==> config.mk <==
export PLATFORM = sky130hd
export DESIGN_NAME = fifo_word_packer
export DESIGN_NICKNAME = d
export VERILOG_FILES = /design/src/rtl/fifo_word_packer.sv
export SDC_FILE = /design/constraint.sdc
export NUM_CORES = 1
export LEC_CHECK = 0
export BUFFER_PORTS_ARGS = -buffer_cell sky130_fd_sc_hd__buf_2
export CORE_ASPECT_RATIO = 1.75
export CORE_MARGIN = 1.5
export CORE_UTILIZATION = 45
export CTS_BUF_LIST = sky130_fd_sc_hd__clkbuf_8
export CTS_CLUSTER_DIAMETER = 200
export CTS_CLUSTER_SIZE = 30
export DETAILED_ROUTE_END_ITERATION = 12
export GPL_TIMING_DRIVEN = 1
export HOLD_SLACK_MARGIN = 0.08
export PLACE_DENSITY_LB_ADDON = 0.2
export SETUP_SLACK_MARGIN = 0.02
export SLEW_MARGIN = 15
export SYNTH_ARGS = -nofsm -noshare
export SYNTH_HDL_FRONTEND = slang
export SYNTH_SLANG_ARGS = --single-unit
export TNS_END_PERCENT = 20
==> constraint.sdc <==
create_clock -name clk_i -period 1.74 [get_ports clk_i]
set_input_delay 0.348 -clock clk_i [delete_from_list [all_inputs] [get_ports clk_i]]
set_output_delay 0.348 -clock clk_i [all_outputs]
set_load 0.02 [all_outputs]
==> src/rtl/fifo_word_packer.sv <==
// fifo_word_packer: packs PACK_RATIO narrow words popped from a FWFT FIFO
// into one wide word on a registered valid/ready output stream.
// Lane 0 (LSBs) holds the first popped word.
// Optional feature: define PACKER_FLUSH_EN to enable flush_i, which emits a
// partially filled word with out_keep_o giving the number of filled lanes.

// One collect lane: holds a single narrow word until the wide word is built.
module fifo_word_packer_lane #(
    parameter int DW = 32
) (
    input  logic          clk_i,
    input  logic          rst_n_i,
    input  logic          ld,
    input  logic [DW-1:0] d,
    output logic [DW-1:0] q
);
    // Capture the popped word when this lane is the one being filled
    always_ff @(posedge clk_i or negedge rst_n_i) begin
        if (!rst_n_i)
            q <= '0;
        else if (ld)
            q <= d;
    end
endmodule

module fifo_word_packer #(
    parameter int DATA_WIDTH = 32,
    parameter int PACK_RATIO = 4,
    localparam int KW = $clog2(PACK_RATIO + 1),
    localparam int OW = DATA_WIDTH * PACK_RATIO
) (
    input  logic                  clk_i,
    input  logic                  rst_n_i,
    input  logic                  fifo_empty_i,
    input  logic [DATA_WIDTH-1:0] fifo_rd_data_i,
    output logic                  fifo_read_o,
    input  logic                  flush_i,
    output logic [OW-1:0]         out_data_o,
    output logic [KW-1:0]         out_keep_o,
    output logic                  out_valid_o,
    input  logic                  out_ready_i
);
    localparam int CW = $clog2(PACK_RATIO);
    localparam int NL = PACK_RATIO - 1;

    logic [CW-1:0]                cnt;
    logic [NL-1:0][DATA_WIDTH-1:0] coll;
    logic                         out_free;
    logic                         last;
    logic                         pop;
    logic                         flush_pend;
    logic                         do_flush;

    assign out_free = !out_valid_o | out_ready_i;
    assign last     = (cnt == CW'(PACK_RATIO - 1));

`ifdef PACKER_FLUSH_EN
    logic [NL-1:0][DATA_WIDTH-1:0] flush_lanes;

    // A flush (fresh or pending) with a non-empty collection drains once the
    // output register is free; an empty collection never produces a word.
    assign do_flush = (flush_i | flush_pend) & (cnt != '0) & out_free;

    // Only the final-lane pop waits on the output; flush blocks all pops.
    assign pop = rst_n_i & !fifo_empty_i & !flush_i & !flush_pend &
                 !(last & !out_free);

    // Zero the lanes that were never filled so stale data does not leak out
    always_comb begin
        flush_lanes = '0;
        for (int k = 0; k < NL; k++)
            if (CW'(k) < cnt)
                flush_lanes[k] = coll[k];
    end

    // Remember a flush that arrived while the output was stalled
    always_ff @(posedge clk_i or negedge rst_n_i) begin
        if (!rst_n_i)
            flush_pend <= 1'b0;
        else if (do_flush)
            flush_pend <= 1'b0;
        else if (flush_i & (cnt != '0) & !out_free)
            flush_pend <= 1'b1;
    end
`else
    logic unused_flush;

    assign unused_flush = flush_i;
    assign flush_pend   = 1'b0;
    assign do_flush     = 1'b0;
    assign pop          = rst_n_i & !fifo_empty_i & !(last & !out_free);
`endif

    assign fifo_read_o = pop;

    // Collect lanes 0..PACK_RATIO-2; the final lane goes straight to the output
    for (genvar k = 0; k < NL; k++) begin : g_lane
        fifo_word_packer_lane #(.DW(DATA_WIDTH)) u_lane (
            .clk_i   (clk_i),
            .rst_n_i (rst_n_i),
            .ld      (pop & (cnt == CW'(k))),
            .d       (fifo_rd_data_i),
            .q       (coll[k])
        );
    end

    // Lane counter: advances per pop, wraps after the final lane or a flush
    always_ff @(posedge clk_i or negedge rst_n_i) begin
        if (!rst_n_i)
            cnt <= '0;
        else if (pop)
            cnt <= last ? '0 : cnt + 1'b1;
        else if (do_flush)
            cnt <= '0;
    end

    // Output register: load on final-lane pop or flush, clear valid on accept
    always_ff @(posedge clk_i or negedge rst_n_i) begin
        if (!rst_n_i) begin
            out_data_o  <= '0;
            out_keep_o  <= '0;
            out_valid_o <= 1'b0;
        end else if (pop & last) begin
            out_data_o  <= {fifo_rd_data_i, coll};
            out_keep_o  <= KW'(PACK_RATIO);
            out_valid_o <= 1'b1;
`ifdef PACKER_FLUSH_EN
        end else if (do_flush) begin
            out_data_o  <= {{DATA_WIDTH{1'b0}}, flush_lanes};
            out_keep_o  <= KW'(cnt);
            out_valid_o <= 1'b1;
`endif
        end else if (out_valid_o & out_ready_i) begin
            out_valid_o <= 1'b0;
        end
    end
endmodule

==> results of run 1 <==
[power groups by stage]
stage / Clock (W) / Sequential [W] / Combinational [W]
after floorplan: 0 / 0.0110 / 0.00357
after global placement: 0 / 0.00922 / 0.00772
after detailed placement: 0 / 0.00937 / 0.00792
after CTS: 0.00225 / 0.00926 / 0.00814
after global routing: 0.00240 / 0.00959 / 0.00854
final: 0.00211 / 0.00923 / 0.00802
[stage by stage]
step	total power [W]	setup slack [ns]	utilization	std cells
2_1_floorplan	0.0145	0.0359	-	502
3_3_place_gp	0.0169	0.00634	0.518	903
3_5_place_dp	0.0173	-0.0328	0.518	903
4_1_cts	0.0197	-0.265	0.540	929
5_1_grt	0.0205	-0.302	0.541	932
6_report	0.0194	-0.219	0.541	932
[worst min-delay path by stage]
stage                                        end  slack [ns]
final                             out_data_o[94]       -0.17
after global routing              out_data_o[94]       -0.14
after CTS                 g_lane[0].u_lane.q[29]       -0.14
after detailed placement          out_data_o[29]        0.45
after global placement    g_lane[2].u_lane.q[29]        0.44
after floorplan                           cnt[0]        0.05
[cells in the mapped netlist, drive strengths merged]
| master | number | area (µm²) |
|---|---|---|
| and3b | 4 | 35.0 |
| ha | 4 | 50.1 |
| nand2 | 1 | 3.75 |
| and2b | 1 | 7.51 |
| nand2b | 3 | 18.8 |
| nand3 | 1 | 10.0 |
| dfrtp | 228 | 5710 |
| buf | 28 | 221 |
| a22o | 1 | 8.76 |
| conb | 1 | 3.75 |
| nor2 | 1 | 3.75 |
| mux2 | 225 | 2870 |
| inv | 3 | 11.3 |
[cells by family (layout without fill, tap and decap cells)]
| kind of cell | count (synthesis) | in the layout | synth area share |
|---|---|---|---|
| buffers and inverters | 31 | 216 | 0.0260 |
| AND/OR/NAND/NOR | 11 | 11 | 0.00881 |
| flip-flops | 228 | 228 | 0.637 |
| adder cells (fa/ha/maj) | 4 | 4 | 0.00559 |
| multiplexers | 225 | 225 | 0.321 |
| other | 1 | 2 | 0.000419 |
| AO/OA/AOI/OAI | 1 | 1 | 0.000979 |
[flip-flops by register name (all words and copies together), names as in the netlist]
register         cells
cnt                  2
g_lane.u_lane.q     96
out_data_o         128
out_keep_o           1
out_valid_o          1
[layer usage]
layer  wire length [µm]  track usage  share of wire
met1               6910        0.215           0.39
met2               9660        0.315           0.54
met4                578       0.0669          0.032
met3                728       0.0264          0.041
met5                  0            0              0
[layout make-up]
type,count,share of cell area
clock buffer,11,0.0142
clock inverter,1,0.00153
inverter,3,0.00106
multi-input combinational,243,0.288
sequential,228,0.537
tap,245,0.0288
timing repair buffer,201,0.130
[critical path: cells and delay by family, from the launching register on]
family / cells / cell delay (ns)
adders and majority gates: 1 / 0.19
and+or+nand+nor: 2 / 0.34
DFF: 1 / 0.43
buffers and inverters: 2 / 0.17
[timing repair]
| item | CTS | global route |
|---|---|---|
| endpoints found under the hold margin | 236 | 228 |
| resized for setup | 13 | 3 |
| setup endpoints to repair | 95 | 97 |
| pin swaps | 2 | 1 |
| gates cloned | 4 | 0 |
| setup buffers | 5 | 3 |
==> impl_metrics.ini, run 1 <==
[routing]
wl_per_cell_um = 19.2
viasPerCell = 5.12
drt_wl_total_um = 17900
postRouteAntennaNets = 0
drt-pass1-iter-count = 4
drtIter0Drc = 159
drt_drc_violations_left = 0
vias = 4771

[finish]
fillers = 1595
fin_area_um2 = 10600
areaGrowthSynthToFinish_pct = 18.7
final_common_cell = dfrtp_1
final_net_count = 729
final_cell_mix = dfrtp_1, buf_2, mux2_2
layout-drive-gt1-share = 0.630
seq_area_um2 = 5710
multi_input_area_um2 = 3060
n_antenna_cell = 0

[timing]
worst_slew_pin_slew_ns = 0.659
period_share = 1.13
post-route-min-period_ns = 1.96
timing.final.hold_violations = 228
final_max_slew_viol_count = 0
layout_setup_ws_ns = -0.219
clock.fmax_mhz = 510
clock_skew_ns = 0.0184
fin_tns_setup_ns = -13.56
hold_ws_ns = -0.174
setup_viol = 97
slew_headroom = 0.561
rsz0062_at_grt = true

[global_route]
grt_pass1_vias = 5303
antenna_found_initial = 0
grt_overflow_total = 0
grt_pass1_wl_um = 28700
grt_use_total = 0.178
grt_max_degree = 128

[worst_setup_path]
cp.arrival_ns = 1.61
path_class = register to output pin
cp-end-kind = output pin
cp.required_ns = 1.39
critPathLaunch = cnt[1]
r2r_cells = 7
cp_cell_sequence = ha_2, and3b_2, nand2b_4, inv_2, buf_6
critPathSlowestCell = dfrtp_1
rr_startpoint = cnt[1]
critPathMaxFanout = 2
crit_path_end = fifo_read_o
worstReg2RegEnd = g_lane[1].u_lane.q[27]
startpoint_type = register
max_stage_delay_ns = 0.43
ff2ff_setup_slack_ns = -0.20

[synth]
ys_warn_count = 0
netlist_area_um2 = 8950
yosys_register_bits = 228
ys_types = 17
syn_inst = 501
avgSynthCellArea_um2 = 17.9
seq_area_frac_synth = 0.637

[hold_path]
hold_path_class = input port to asynchronous set/reset pin

[clock_network]
htree_levels = 1
ctsHoldBuffers = 5
cts_made_buffers = 11
clockRootBuffer = clkbuf_8
cts_num_sinks = 228
cts.path.max_buffers = 3
clk_pin_slew_worst_paths_ns = 0.17
clk_latency_ns = 0.51
cts_tree = yes

[placement]
gp_congestion = 0.753
io_buffers = 166
place_hpwl_um = 11800
dpl_cell_area_um2 = 10200

[die]
io_pins = 170
initial_core_util = 0.455
die_y_um = 190
rows = 68
core-area_um2 = 19700
dieArea_um2 = 20800
chipWidth_um = 110

[power]
vdd_drop_max_v = 0.000990
p_int_w = 0.0126
seq_power_share = 0.477
power_switching_share = 0.348
pwr-share-comb = 0.414
power.share.clock = 0.109
powerDensity_nw_per_um2 = 1820
p_sw_w = 0.00674
p_leak_nw = 5.22

[outcome]
status = finished with violations
violations = negative hold slack, negative setup slack

[job]
drv_cap = 0
Power figures use the tool's default switching activity.
==> run 2: changes to the inputs <==
Settings changed: ABC_AREA set to 1.
==> impl_metrics.ini, run 2 <==
[power]
seq_power_share = 0.498
vdd_drop_max_v = 0.000768
power_switching_share = 0.416
powerDensity_nw_per_um2 = 1640
power.share.clock = 0.120
p_sw_w = 0.00745
p_leak_nw = 6.09
p_int_w = 0.0105
pwr-share-comb = 0.382

[die]
rows = 70
initial_core_util = 0.457
die_y_um = 195
io_pins = 170
dieArea_um2 = 22000
core-area_um2 = 20800
chipWidth_um = 113

[clock_network]
cts_tree = yes
clockRootBuffer = clkbuf_8
cts.path.max_buffers = 3
clk_latency_ns = 0.53
clk_pin_slew_worst_paths_ns = 0.18
cts_num_sinks = 228
cts_made_buffers = 11
htree_levels = 1

[routing]
vias = 7863
drt_wl_total_um = 26800
drt_drc_violations_left = 0
postRouteAntennaNets = 0
wl_per_cell_um = 18.9
viasPerCell = 5.55
drt-pass1-iter-count = 5
drtIter0Drc = 660

[worst_setup_path]
critPathSlowestCell = dfrtp_2
startpoint_type = register
r2r_cells = 8
max_stage_delay_ns = 0.47
cp.arrival_ns = 1.51
cp-end-kind = output pin
path_class = register to output pin
critPathMaxFanout = 2
cp_cell_sequence = ha_4, nand3_4, nand2_4, inv_4, buf_6
cp.required_ns = 1.39

[synth]
synth_top_area_cell = dfrtp_1
yosysMostFrequentCell = nand2_1
synth_area_leaders = dfrtp_1, nand2_1, nand4_1, buf_2, buf_4
avgSynthCellArea_um2 = 9.22
yosys_register_bits = 228
synth_edf_count = 0
synthFlopType = dfrtp_1
async_flop_share = 1.00
syn_inst = 1028
yosys-top-cells-count = nand2_1, dfrtp_1, nand4_1
netlist_area_um2 = 9480
seq_area_frac_synth = 0.602
ys_warn_count = 0
synth_top_area_share = 0.602
ys_types = 16

[placement]
dp_cells = 1397
place_hpwl_um = 18100
gp_congestion = 0.803
detailedPlace.worstSlack_ns = 0.201
io_buffers = 166

[finish]
final_core_util = 0.528
seq_area_um2 = 5710
largest_reg_flops = 128
regMostFlops = out_data_o
layout-drive-gt1-share = 0.212
fillers = 2018
final_cell_mix = nand2_1, dfrtp_1, nand4_1
reg.largest.list = out_data_o (128), g_lane.u_lane.q (96), cnt (2)
final_net_count = 1208
n_antenna_cell = 0
multi_input_area_um2 = 3280
fin_cells = 1418
final_common_cell = nand2_1
areaGrowthSynthToFinish_pct = 15.6

[timing]
timing.final.hold_violations = 0
setup_viol = 42
period_share = 1.07
clock_skew_ns = 0.0366
clock.fmax_mhz = 540
rsz0062_at_grt = true
final_max_slew_viol_count = 0
layout_setup_ws_ns = -0.113
slew_headroom = 0.621
worst_slew_pin_slew_ns = 0.569
post-route-min-period_ns = 1.85
hold_ws_ns = 0.118

[global_route]
grt_max_degree = 106
grt_use_total = 0.249
grt_pass1_wl_um = 42700
grt_overflow_total = 0
grt_pass1_vias = 7671
antenna_found_initial = 0

[job]
drv_cap = 0

[hold_path]
hold_path_class = input port to register
min_path_cells = 3

[outcome]
status = finished with violations
violations = negative setup slack
run 2: changes by cell type after synthesis, sizes merged, moves of 4 or more:
cell / before / now
clkbuf: 0 / 15
nand4: 0 / 224
nand3: 1 / 5
nand2: 1 / 457
mux2: 225 / 0
buf: 28 / 86
and3b: 4 / 0
run 2: timing repair:
action	in CTS	in global routing
setup buffers	6	2
hold buffers	1	0
pin swaps	1	3
endpoints found under the setup margin	1	8
gates cloned	0	0
endpoints found under the hold margin	103	0
resized for setup	6	1
run 2: critical path, delay by kind of cell (launching register included):
kind / cells / cell delay (ns)
adders and majority gates: 1 / 0.18
and+or+nand+nor: 2 / 0.15
buffers and inverters: 2 / 0.18
DFF: 1 / 0.47
run 2: layout make-up:
type	instances	share of cell area
Timing Repair Buffer	226	0.134
Clock inverter	1	0.00148
Tap cell	252	0.0288
Inverter	6	0.00228
Clock buffer	11	0.0138
Sequential cell	228	0.521
Multi-Input combinational cell	694	0.299
run 2: metrics by stage:
| step | TNS [ns] | power [W] | cell area (µm²) |
|---|---|---|---|
| 4_1_cts | -0.115 | 0.0181 | 10900 |
| 3_5_place_dp | 0 | 0.0159 | 10700 |
| 5_1_grt | -7.72 | 0.0192 | 11000 |
| 3_3_place_gp | 0 | 0.0157 | 10700 |
| 2_1_floorplan | 0 | 0.0132 | 9490 |
| 6_report | -0.502 | 0.0179 | 11000 |
run 2: final timing paths:
check	slack [ns]	startpoint	endpoint
setup / recovery	-0.11	cnt[0]	fifo_read_o
hold / removal	0.12	fifo_rd_data_i[31]	out_data_o[127]
setup reg to reg	-0.03	cnt[0]	out_data_o[106]
hold reg to reg	0.48	out_data_o[51]	out_data_o[51]
max in group asynchronous	0.35	rst_n_i	cnt[0]
min in group asynchronous	0.47	rst_n_i	g_lane[0].u_lane.q[24]
run 2: kinds of logic (layout without fill, tap and decap cells):
group	after synthesis	count (layout)	synth area share
other cells	1	2	0.000395
fa+ha+maj	4	4	0.00528
flops	228	228	0.602
buf+inv	107	244	0.0578
compound gates	1	1	0.000527
simple gates	687	687	0.334
run 2: power by group through the flow:
| stage | logic [W] | clock network, W | registers, W |
|---|---|---|---|
| after floorplan | 0.00277 | 0 | 0.0104 |
| after CTS | 0.00692 | 0.00225 | 0.00894 |
| final | 0.00685 | 0.00216 | 0.00893 |
| after detailed placement | 0.00686 | 0 | 0.00905 |
| after global placement | 0.00675 | 0 | 0.00900 |
| after global routing | 0.00762 | 0.00240 | 0.00921 |
run 2: metal layers:
| layer | GRT usage | routed length (µm) |
|---|---|---|
| met1 | 0.326 | 10800 |
| met2 | 0.415 | 13300 |
| met3 | 0.0282 | 1470 |
| met4 | 0.113 | 1270 |
| met5 | 0 | 0 |
